===== config.mk =====
export PLATFORM = sky130hd
export DESIGN_NAME = ysyx_25030093_trap_ctrl
export DESIGN_NICKNAME = d
export VERILOG_FILES = /design/src/rtl/ysyx_25030093_trap_ctrl_pkg.sv /design/src/rtl/ysyx_25030093_mstatus_upd.sv /design/src/rtl/ysyx_25030093_trap_ctrl.sv
export SDC_FILE = /design/constraint.sdc
export NUM_CORES = 1
export LEC_CHECK = 0
export ABC_CLOCK_PERIOD_IN_PS = 1380
export BUFFER_PORTS_ARGS = -buffer_cell sky130_fd_sc_hd__buf_2
export CAP_MARGIN = 20
export CELL_PAD_IN_SITES_DETAIL_PLACEMENT = 0
export CELL_PAD_IN_SITES_GLOBAL_PLACEMENT = 2
export CORE_MARGIN = 2
export CORE_UTILIZATION = 21
export CTS_CLUSTER_SIZE = 20
export DETAILED_ROUTE_END_ITERATION = 6
export PLACE_DENSITY = 0.79
export SLEW_MARGIN = 20
export SYNTH_ARGS = -nofsm -noshare
export SYNTH_HDL_FRONTEND = slang
export SYNTH_SLANG_ARGS = --single-unit

===== constraint.sdc =====
create_clock -name clock -period 1.38 [get_ports clock]
set_input_delay 0.345 -clock clock [delete_from_list [all_inputs] [get_ports clock]]
set_output_delay 0.345 -clock clock [all_outputs]
set_load 0.05 [all_outputs]

===== src/rtl/ysyx_25030093_trap_ctrl_pkg.sv =====
// Shared definitions for the trap sequencer: CSR addresses, cause codes,
// mstatus field positions, request encodings and the sequencer state type.
package ysyx_25030093_trap_ctrl_pkg;

    localparam logic [11:0] CSR_MSTATUS = 12'h300;
    localparam logic [11:0] CSR_MTVEC   = 12'h305;
    localparam logic [11:0] CSR_MEPC    = 12'h341;
    localparam logic [11:0] CSR_MCAUSE  = 12'h342;

    localparam int CAUSE_ECALL_M    = 11;
    localparam int CAUSE_BREAKPOINT = 3;

    localparam int MIE_BIT  = 3;
    localparam int MPIE_BIT = 7;
    localparam int MPP_HI   = 12;
    localparam int MPP_LO   = 11;

    typedef enum logic [1:0] {
        KIND_ECALL  = 2'd0,
        KIND_EBREAK = 2'd1,
        KIND_MRET   = 2'd2,
        KIND_RSVD   = 2'd3
    } kind_e;

    // S_NOP is the single busy cycle spent on a reserved request.
    typedef enum logic [2:0] {
        S_IDLE    = 3'd0,
        S_W_EPC   = 3'd1,
        S_W_CAUSE = 3'd2,
        S_W_STAT  = 3'd3,
        S_RD_TGT  = 3'd4,
        S_REDIR   = 3'd5,
        S_NOP     = 3'd6
    } state_e;

endpackage


===== src/rtl/ysyx_25030093_mstatus_upd.sv =====
// Combinational mstatus rewrite: trap entry stacks MIE into MPIE, mret
// restores MIE from MPIE. Both force MPP to machine mode.
module ysyx_25030093_mstatus_upd
    import ysyx_25030093_trap_ctrl_pkg::*;
#(
    parameter int XLEN = 32
) (
    input  logic [XLEN-1:0] old_status,
    input  logic [1:0]      kind,
    output logic [XLEN-1:0] new_status
);

    always_comb begin
        new_status = old_status;
        new_status[MPP_HI:MPP_LO] = 2'b11;
        if (kind == KIND_MRET) begin
            new_status[MIE_BIT]  = old_status[MPIE_BIT];
            new_status[MPIE_BIT] = 1'b1;
        end else begin
            new_status[MPIE_BIT] = old_status[MIE_BIT];
            new_status[MIE_BIT]  = 1'b0;
        end
    end

endmodule


===== src/rtl/ysyx_25030093_trap_ctrl.sv =====
// Trap sequencer: performs the ecall/ebreak/mret CSR side effects one write
// per cycle, then fetches the target CSR and offers a PC redirect.
module ysyx_25030093_trap_ctrl
    import ysyx_25030093_trap_ctrl_pkg::*;
#(
    parameter int XLEN   = 32,
    parameter int CSR_AW = 12
) (
    input  logic              clock,
    input  logic              reset,
    input  logic              req_valid,
    output logic              req_ready,
    input  logic [1:0]        req_kind,
    input  logic [XLEN-1:0]   req_pc,
    output logic [CSR_AW-1:0] csr_raddr,
    input  logic [XLEN-1:0]   csr_rdata,
    output logic [CSR_AW-1:0] csr_waddr,
    output logic [XLEN-1:0]   csr_wdata,
    output logic              csr_wen,
    output logic              redir_valid,
    output logic [XLEN-1:0]   redir_pc,
    input  logic              redir_ready,
    output logic              busy,
    output state_e            state
);

    // Handshakes: req is taken when req_valid && req_ready (IDLE only);
    // redirect completes when redir_valid && redir_ready, after which the
    // sequencer spends one cycle in IDLE before it can accept again.

    localparam logic [XLEN-1:0] ALIGN_MASK = {{(XLEN-2){1'b1}}, 2'b00};

    state_e          state_next;
    logic [XLEN-1:0] pc_q;
    kind_e           kind_q;
    logic [XLEN-1:0] redir_pc_q;
    logic [XLEN-1:0] status_new;
    logic            wen_raw;

    ysyx_25030093_mstatus_upd #(.XLEN(XLEN)) u_mstatus_upd (
        .old_status (csr_rdata),
        .kind       (kind_q),
        .new_status (status_new)
    );

    always_ff @(posedge clock) begin
        if (reset) begin
            state      <= S_IDLE;
            pc_q       <= '0;
            kind_q     <= KIND_ECALL;
            redir_pc_q <= '0;
        end else begin
            state <= state_next;
            if (req_valid && state == S_IDLE) begin
                pc_q   <= req_pc;
                kind_q <= kind_e'(req_kind);
            end
            if (state == S_RD_TGT) begin
                redir_pc_q <= csr_rdata & ALIGN_MASK;
            end
        end
    end

    always_comb begin
        state_next = state;
        csr_raddr  = '0;
        csr_waddr  = '0;
        csr_wdata  = '0;
        wen_raw    = 1'b0;
        case (state)
            S_IDLE: begin
                if (req_valid) begin
                    case (kind_e'(req_kind))
                        KIND_ECALL, KIND_EBREAK: state_next = S_W_EPC;
                        KIND_MRET:               state_next = S_W_STAT;
                        default:                 state_next = S_NOP;
                    endcase
                end
            end
            S_W_EPC: begin
                wen_raw    = 1'b1;
                csr_waddr  = CSR_AW'(CSR_MEPC);
                csr_wdata  = pc_q & ALIGN_MASK;
                state_next = S_W_CAUSE;
            end
            S_W_CAUSE: begin
                wen_raw    = 1'b1;
                csr_waddr  = CSR_AW'(CSR_MCAUSE);
                csr_wdata  = (kind_q == KIND_EBREAK) ? XLEN'(CAUSE_BREAKPOINT)
                                                     : XLEN'(CAUSE_ECALL_M);
                state_next = S_W_STAT;
            end
            S_W_STAT: begin
                // Read-modify-write in one cycle: the CSR file reads combinationally.
                csr_raddr  = CSR_AW'(CSR_MSTATUS);
                wen_raw    = 1'b1;
                csr_waddr  = CSR_AW'(CSR_MSTATUS);
                csr_wdata  = status_new;
                state_next = S_RD_TGT;
            end
            S_RD_TGT: begin
                csr_raddr  = (kind_q == KIND_MRET) ? CSR_AW'(CSR_MEPC) : CSR_AW'(CSR_MTVEC);
                state_next = S_REDIR;
            end
            S_REDIR: begin
                if (redir_ready) state_next = S_IDLE;
            end
            S_NOP:   state_next = S_IDLE;
            default: state_next = S_IDLE;
        endcase
    end

    // A reset landing mid-sequence must not let the pending write commit.
    assign csr_wen     = wen_raw & ~reset;
    assign req_ready   = (state == S_IDLE);
    assign busy        = (state != S_IDLE);
    assign redir_valid = (state == S_REDIR);
    assign redir_pc    = redir_pc_q;

endmodule


======== Yosys cells after proc, flatten, opt, wreduce, memory -nomap -nowiden ========
Cells that the tools add are included.
storage, ports and cells
  register bits after elaboration ......... 67
  bits of input ports ..................... 70
  output and inout bits ................... 95
  logic and storage cells ................. 36
operators by class
  equal/unequal tests ..................... 11
  multiplexer cells ....................... 12
  bitwise logic cells ..................... 2
  reduce and logical (&&, ||, !) cells .... 7
operators with widths
  operator              number
  $pmux W32 S3          1
  $pmux W10 S3          1
  $pmux W10 S2          1
  $pmux W3 S6           1
  $mux W7               1
  $eq A3 B2 Y1 const B  2
  $eq A3 B3 Y1 const B  2
  $mux W3               2
  $pmux W3 S2           1
  $eq A2 B1 Y1 const B  2
  $eq A2 B2 Y1 const B  2
  $mux W4               1
  $eq A3 B1 Y1 const B  1
  $logic_not A3 Y1      1
  $mux W1               3
  $reduce_bool A3 Y1    1
  $reduce_or A3 Y1      1
  $logic_not A2 Y1      1
  $ne A2 B1 Y1 const B  1
  $ne A2 B2 Y1 const B  1
  $reduce_and A2 Y1     1
  $reduce_or A2 Y1      1
  $and A1 B1 Y1         1
  $logic_and A1 B1 Y1   1
  $not A1 Y1            1

======== Longest topological paths before layout ========
  word-level depth ........................ 5
  depth in mapped cells ................... 7
  gate-level depth less buffers ........... 5

======== By module ========
From an unflattened synthesis, not the netlist that was laid out.
unflattened totals
  cells, all modules ...................... 374
  area total of the unflattened synthesis .. 3,166.8 µm²
modules (own cells, without submodules)
  module                     times used  cells each  area an instance (µm²)  sequential area each (µm²)
  ysyx_25030093_trap_ctrl    1           340         2,920.3                 1,301.2
  ysyx_25030093_mstatus_upd  1           34          246.5                   0.0

======== Least setup slack after synthesis ========
Ideal clock, no wire load.
  path type ............................... register to output
  start ................................... register state[0]
  end ..................................... output port csr_raddr[9]
  data arrival time ....................... 2.649 ns
  data required time ...................... 1.035 ns
  setup slack ............................. -1.614 ns
  stages on the path, launching flop included .. 5
  buffers on the path ..................... 2
  path through ............................ dfxtp_1 buf_2 inv_1 o21ai_0 buf_4
on the way
  word-level cells in the longest chain between the ends .. 2
  elaborated cells between the ends (all ways) .. 3
  those cells by class .................... eq/ne (2); mux (1)
ends and longest elaborated chain
  item                                          RTL line                       RTL
  start, declared                               ysyx_25030093_trap_ctrl.sv:24  output state_e state
  start signal, assigned                        ysyx_25030093_trap_ctrl.sv:53  state <= state_next;
  $eq A3 B3 Y1 or $eq A3 B2 Y1 (tied branches)  ysyx_25030093_trap_ctrl.sv:70  case (state)
  $pmux W10 S2 (*)                              ysyx_25030093_trap_ctrl.sv:70
  end, declared                                 ysyx_25030093_trap_ctrl.sv:15  output logic [CSR_AW-1:0] csr_raddr,
Every way passes the cells marked *; elsewhere a longest branch is shown, timed or not.

======== Worst setup path after layout ========
  start ................................... register state[1]
  end ..................................... output port csr_wdata[15]
on the way
  word-level cells in the longest chain between the ends .. 2
  elaborated cells between the ends (all ways) .. 4
  those cells by class .................... eq/ne (3); mux (1)
ends and longest elaborated chain
  item                                          RTL line                       RTL
  $eq A3 B2 Y1 or $eq A3 B1 Y1 (tied branches)  ysyx_25030093_trap_ctrl.sv:70
  $pmux W32 S3 (*)                              ysyx_25030093_trap_ctrl.sv:70
  end, declared                                 ysyx_25030093_trap_ctrl.sv:18  output logic [XLEN-1:0] csr_wdata,
Marks and branches as above.

==> out/qor.csv <==
metric,value,unit
H-Tree Depth,3,
Post-Syn Instances,344,
fmax,0.529,GHz
placed wire-length estimate,7160,microns
Worst Setup End Kind,output pin,
Min-Delay Path Class,input pin to flip-flop,
R2R Path Start,state[1]$_SDFFE_PP0P_,
initial antenna violation count,0,
final setup violation count,111,
CP Max Fanout,16,
"Slew Viols, Final",0,
fin util,0.394,
failing checks,setup timing,
Via Count,3014,
placed cell count,676,
Pleak,2.43,nW
Final Cycle Share,1.37,
hold_ws,0.254,ns
Syn. warnings,0,
reg2reg setup slack,-0.23,ns
CTS Buf Count,9,
max-cap violation count,0,
FF+latch area,1310,sq um
Port Buffer Count,146,
gpl congestion,0.745,
unique cell type count in the Yosys netlist,32,
Syn Area/Cell,8.56,sq um
Core Region,13800,sq um
WL final,10400,microns
synthesized cell area,2950,sq um
clk slew on worst S/H paths,0.06,ns
total die area,15000,sq um
row cnt,43,
Area contributors post-synth,"dfxtp_1 (44%), mux2i_1 (10%), nand2_1 (8.9%), a22o_1 (7.7%), a21oi_1 (6.3%)",
initial core utilization,0.214,
DR iter-0 viols,96,
global-route usage over all layers,0.138,
"Hold Vio Cnt, Final",0,
area grow syn2layout,84.5,%
CTS tree,yes,
critical path class,flip-flop to output pin,
global-route wire length before repair,15600,microns
"Arr. time, crit path",1.55,ns
nets,589,
worst setup margin,-0.510,ns
Pwr Density,1390,nW/um^2
fin crit period,1.89,ns
gr ovfl total,0,
I/O pins,165,
DR DRC count,0,
status,"finished, violations left",
wire length per cell,14.8,microns
sequential cell area fraction in the yosys report,0.442,
area of the multi-input gates,1790,sq um
RSZ-0062 raised after global routing,true,
Final ANT Viol Nets,0,
Seq cells post-synth,65,
CTS root buffer,clkbuf_16,
FILL cells,1405,
Die W,122,microns
ratio of cells with drive above 1 in the final layout,0.511,
setup TNS,-28.17,ns
Critical Path Source,state[1]$_SDFFE_PP0P_,
FF-to-FF End,redir_pc[16]$_SDFFE_PP0N_,
required time worst endpoint,1.03,ns
clk_skew,0.00803,ns
TritonCTS Sinks,65,
worst reg2reg path depth,9,
clock latency on the worst-skew pair,0.33,ns
via density per instance,4.28,
height of the die,122,microns
vias in the first global route,2954,
cell taking the most area after synthesis,dfxtp_1,
Max VDD drop,0.491,mV
Non-Filler Instances,704,
drt first pass iters,4,
clock buffer depth,2,
CP Launch Type,flip-flop,
Synth top area share,0.442,
number of diodes,0,
cts hold-fix bufs,0,
largest net degree at the start of global routing,45,
worst setup path endpoint,csr_wdata[15],
## where the power goes
group	switching [mW]	internal [mW]	leakage, nW
logic	1.72	1.23	1.74
registers	0.101	2.03	0.531
clock network	0.808	1.68	0.157
total	2.63	4.95	2.43
## through the flow
| stage | power [mW] | setup WS [ns] | area (sq um) |
|---|---|---|---|
| detailed placement | 4.52 | -0.272 | 4400 |
| global placement | 4.50 | -0.257 | 4400 |
| CTS | 7.58 | -0.526 | 5330 |
| finish | 7.58 | -0.510 | 5430 |
| global route | 7.92 | -0.554 | 5430 |
| floorplan | 3.96 | -0.393 | 3430 |
## layout by cell type (no fill, tap or decap), types with 2 or more instances in the layout
cell type	n
dfxtp_4	3
nor3b_4	3
buf_2	97
clkbuf_1	3
clkbuf_16	10
a21oi_4	2
a22o_2	5
buf_6	41
nor2_4	6
buf_8	17
nand2_4	3
conb_1	16
a21oi_2	2
clkbuf_8	2
buf_4	21
bufinv_16	2
dfxtp_1	62
buf_12	15
a22o_4	21
mux2i_1	30
nor3_4	2
nor2_1	32
nand2b_4	2
a21oi_1	33
inv_1	5
inv_4	2
nand2_1	66
nand3b_1	2
## cell families after synthesis
family	Yosys count	share of synthesized area
and+or+nand+nor	124	0.181
AOI/OAI and AO/OA	71	0.159
DFF	65	0.442
buffers and inverters	52	0.112
muxes	30	0.102
xor gates and xnor gates	1	0.00297
other	1	0.00127
## flip-flops by register name, indices dropped and copies added, names as in the netlist
name and flops:
pc_q 30, redir_pc 30, state 3, kind_q 2
## worst min path at each step
stage,start,endpoint,depth (start not counted)
finish,csr_rdata[12],redir_pc[12]$_SDFFE_PP0N_,3
floorplan,reset,state[1]$_SDFFE_PP0P_,1
global route,req_pc[2],pc_q[2]$_SDFFE_PP0P_,3
detailed placement,pc_q[3]$_SDFFE_PP0P_,pc_q[3]$_SDFFE_PP0P_,2
CTS,req_pc[20],pc_q[20]$_SDFFE_PP0P_,3
global placement,pc_q[3]$_SDFFE_PP0P_,pc_q[3]$_SDFFE_PP0P_,2
## critical path: stages (launching register included)
cell and delay [ns]:
dfxtp_4 0.36, and3b_2 0.24, buf_12 0.17, a22o_2 0.28, buf_6 0.15
## cells in the mapped netlist
| cell type | instances |
|---|---|
| a21oi_1 | 37 |
| xnor2_1 | 1 |
| and3b_1 | 1 |
| or4b_1 | 1 |
| nor3b_4 | 1 |
| conb_1 | 1 |
| nand3_1 | 1 |
| nor2b_1 | 1 |
| and2_1 | 1 |
| nor4b_2 | 1 |
| o21ai_0 | 2 |
| inv_2 | 1 |
| a22o_1 | 26 |
| nor2_1 | 38 |
| nor3b_1 | 2 |
| nand2_1 | 70 |
| buf_6 | 7 |
| a31oi_1 | 2 |
| nor3_1 | 2 |
| a2111oi_0 | 1 |
| buf_4 | 18 |
| dfxtp_1 | 65 |
| clkbuf_1 | 9 |
| a211oi_1 | 1 |
| mux2i_1 | 30 |
| a221oi_1 | 1 |
| nand2b_1 | 2 |
| nand4_1 | 1 |
| nand3b_1 | 2 |
| o211ai_1 | 1 |
| buf_2 | 11 |
| inv_1 | 6 |
## metal layers
layer	vias up	track usage	wire length, microns
li1	1482	-	-
met1	1416	0.176	4590
met2	108	0.222	4960
met3	8	0.0474	772
met4	0	0.0388	114
met5	-	0	0
## final cells by class
| type | count | area share |
|---|---|---|
| Inverter | 7 | 0.00576 |
| Clock buffer | 14 | 0.0486 |
| Tap cell | 180 | 0.0415 |
| Sequential cell | 65 | 0.242 |
| Timing Repair Buffer | 194 | 0.321 |
| Multi-Input combinational cell | 242 | 0.330 |
| Clock inverter | 2 | 0.0111 |
## repair_timing
item / in CTS / in global routing
cloned: 5 / 1
resized for setup: 138 / 29
endpoints found under the setup margin: 113 / 112
setup buffers: 7 / 3
pin swaps: 4 / 4
Power figures use the tool's default switching activity.
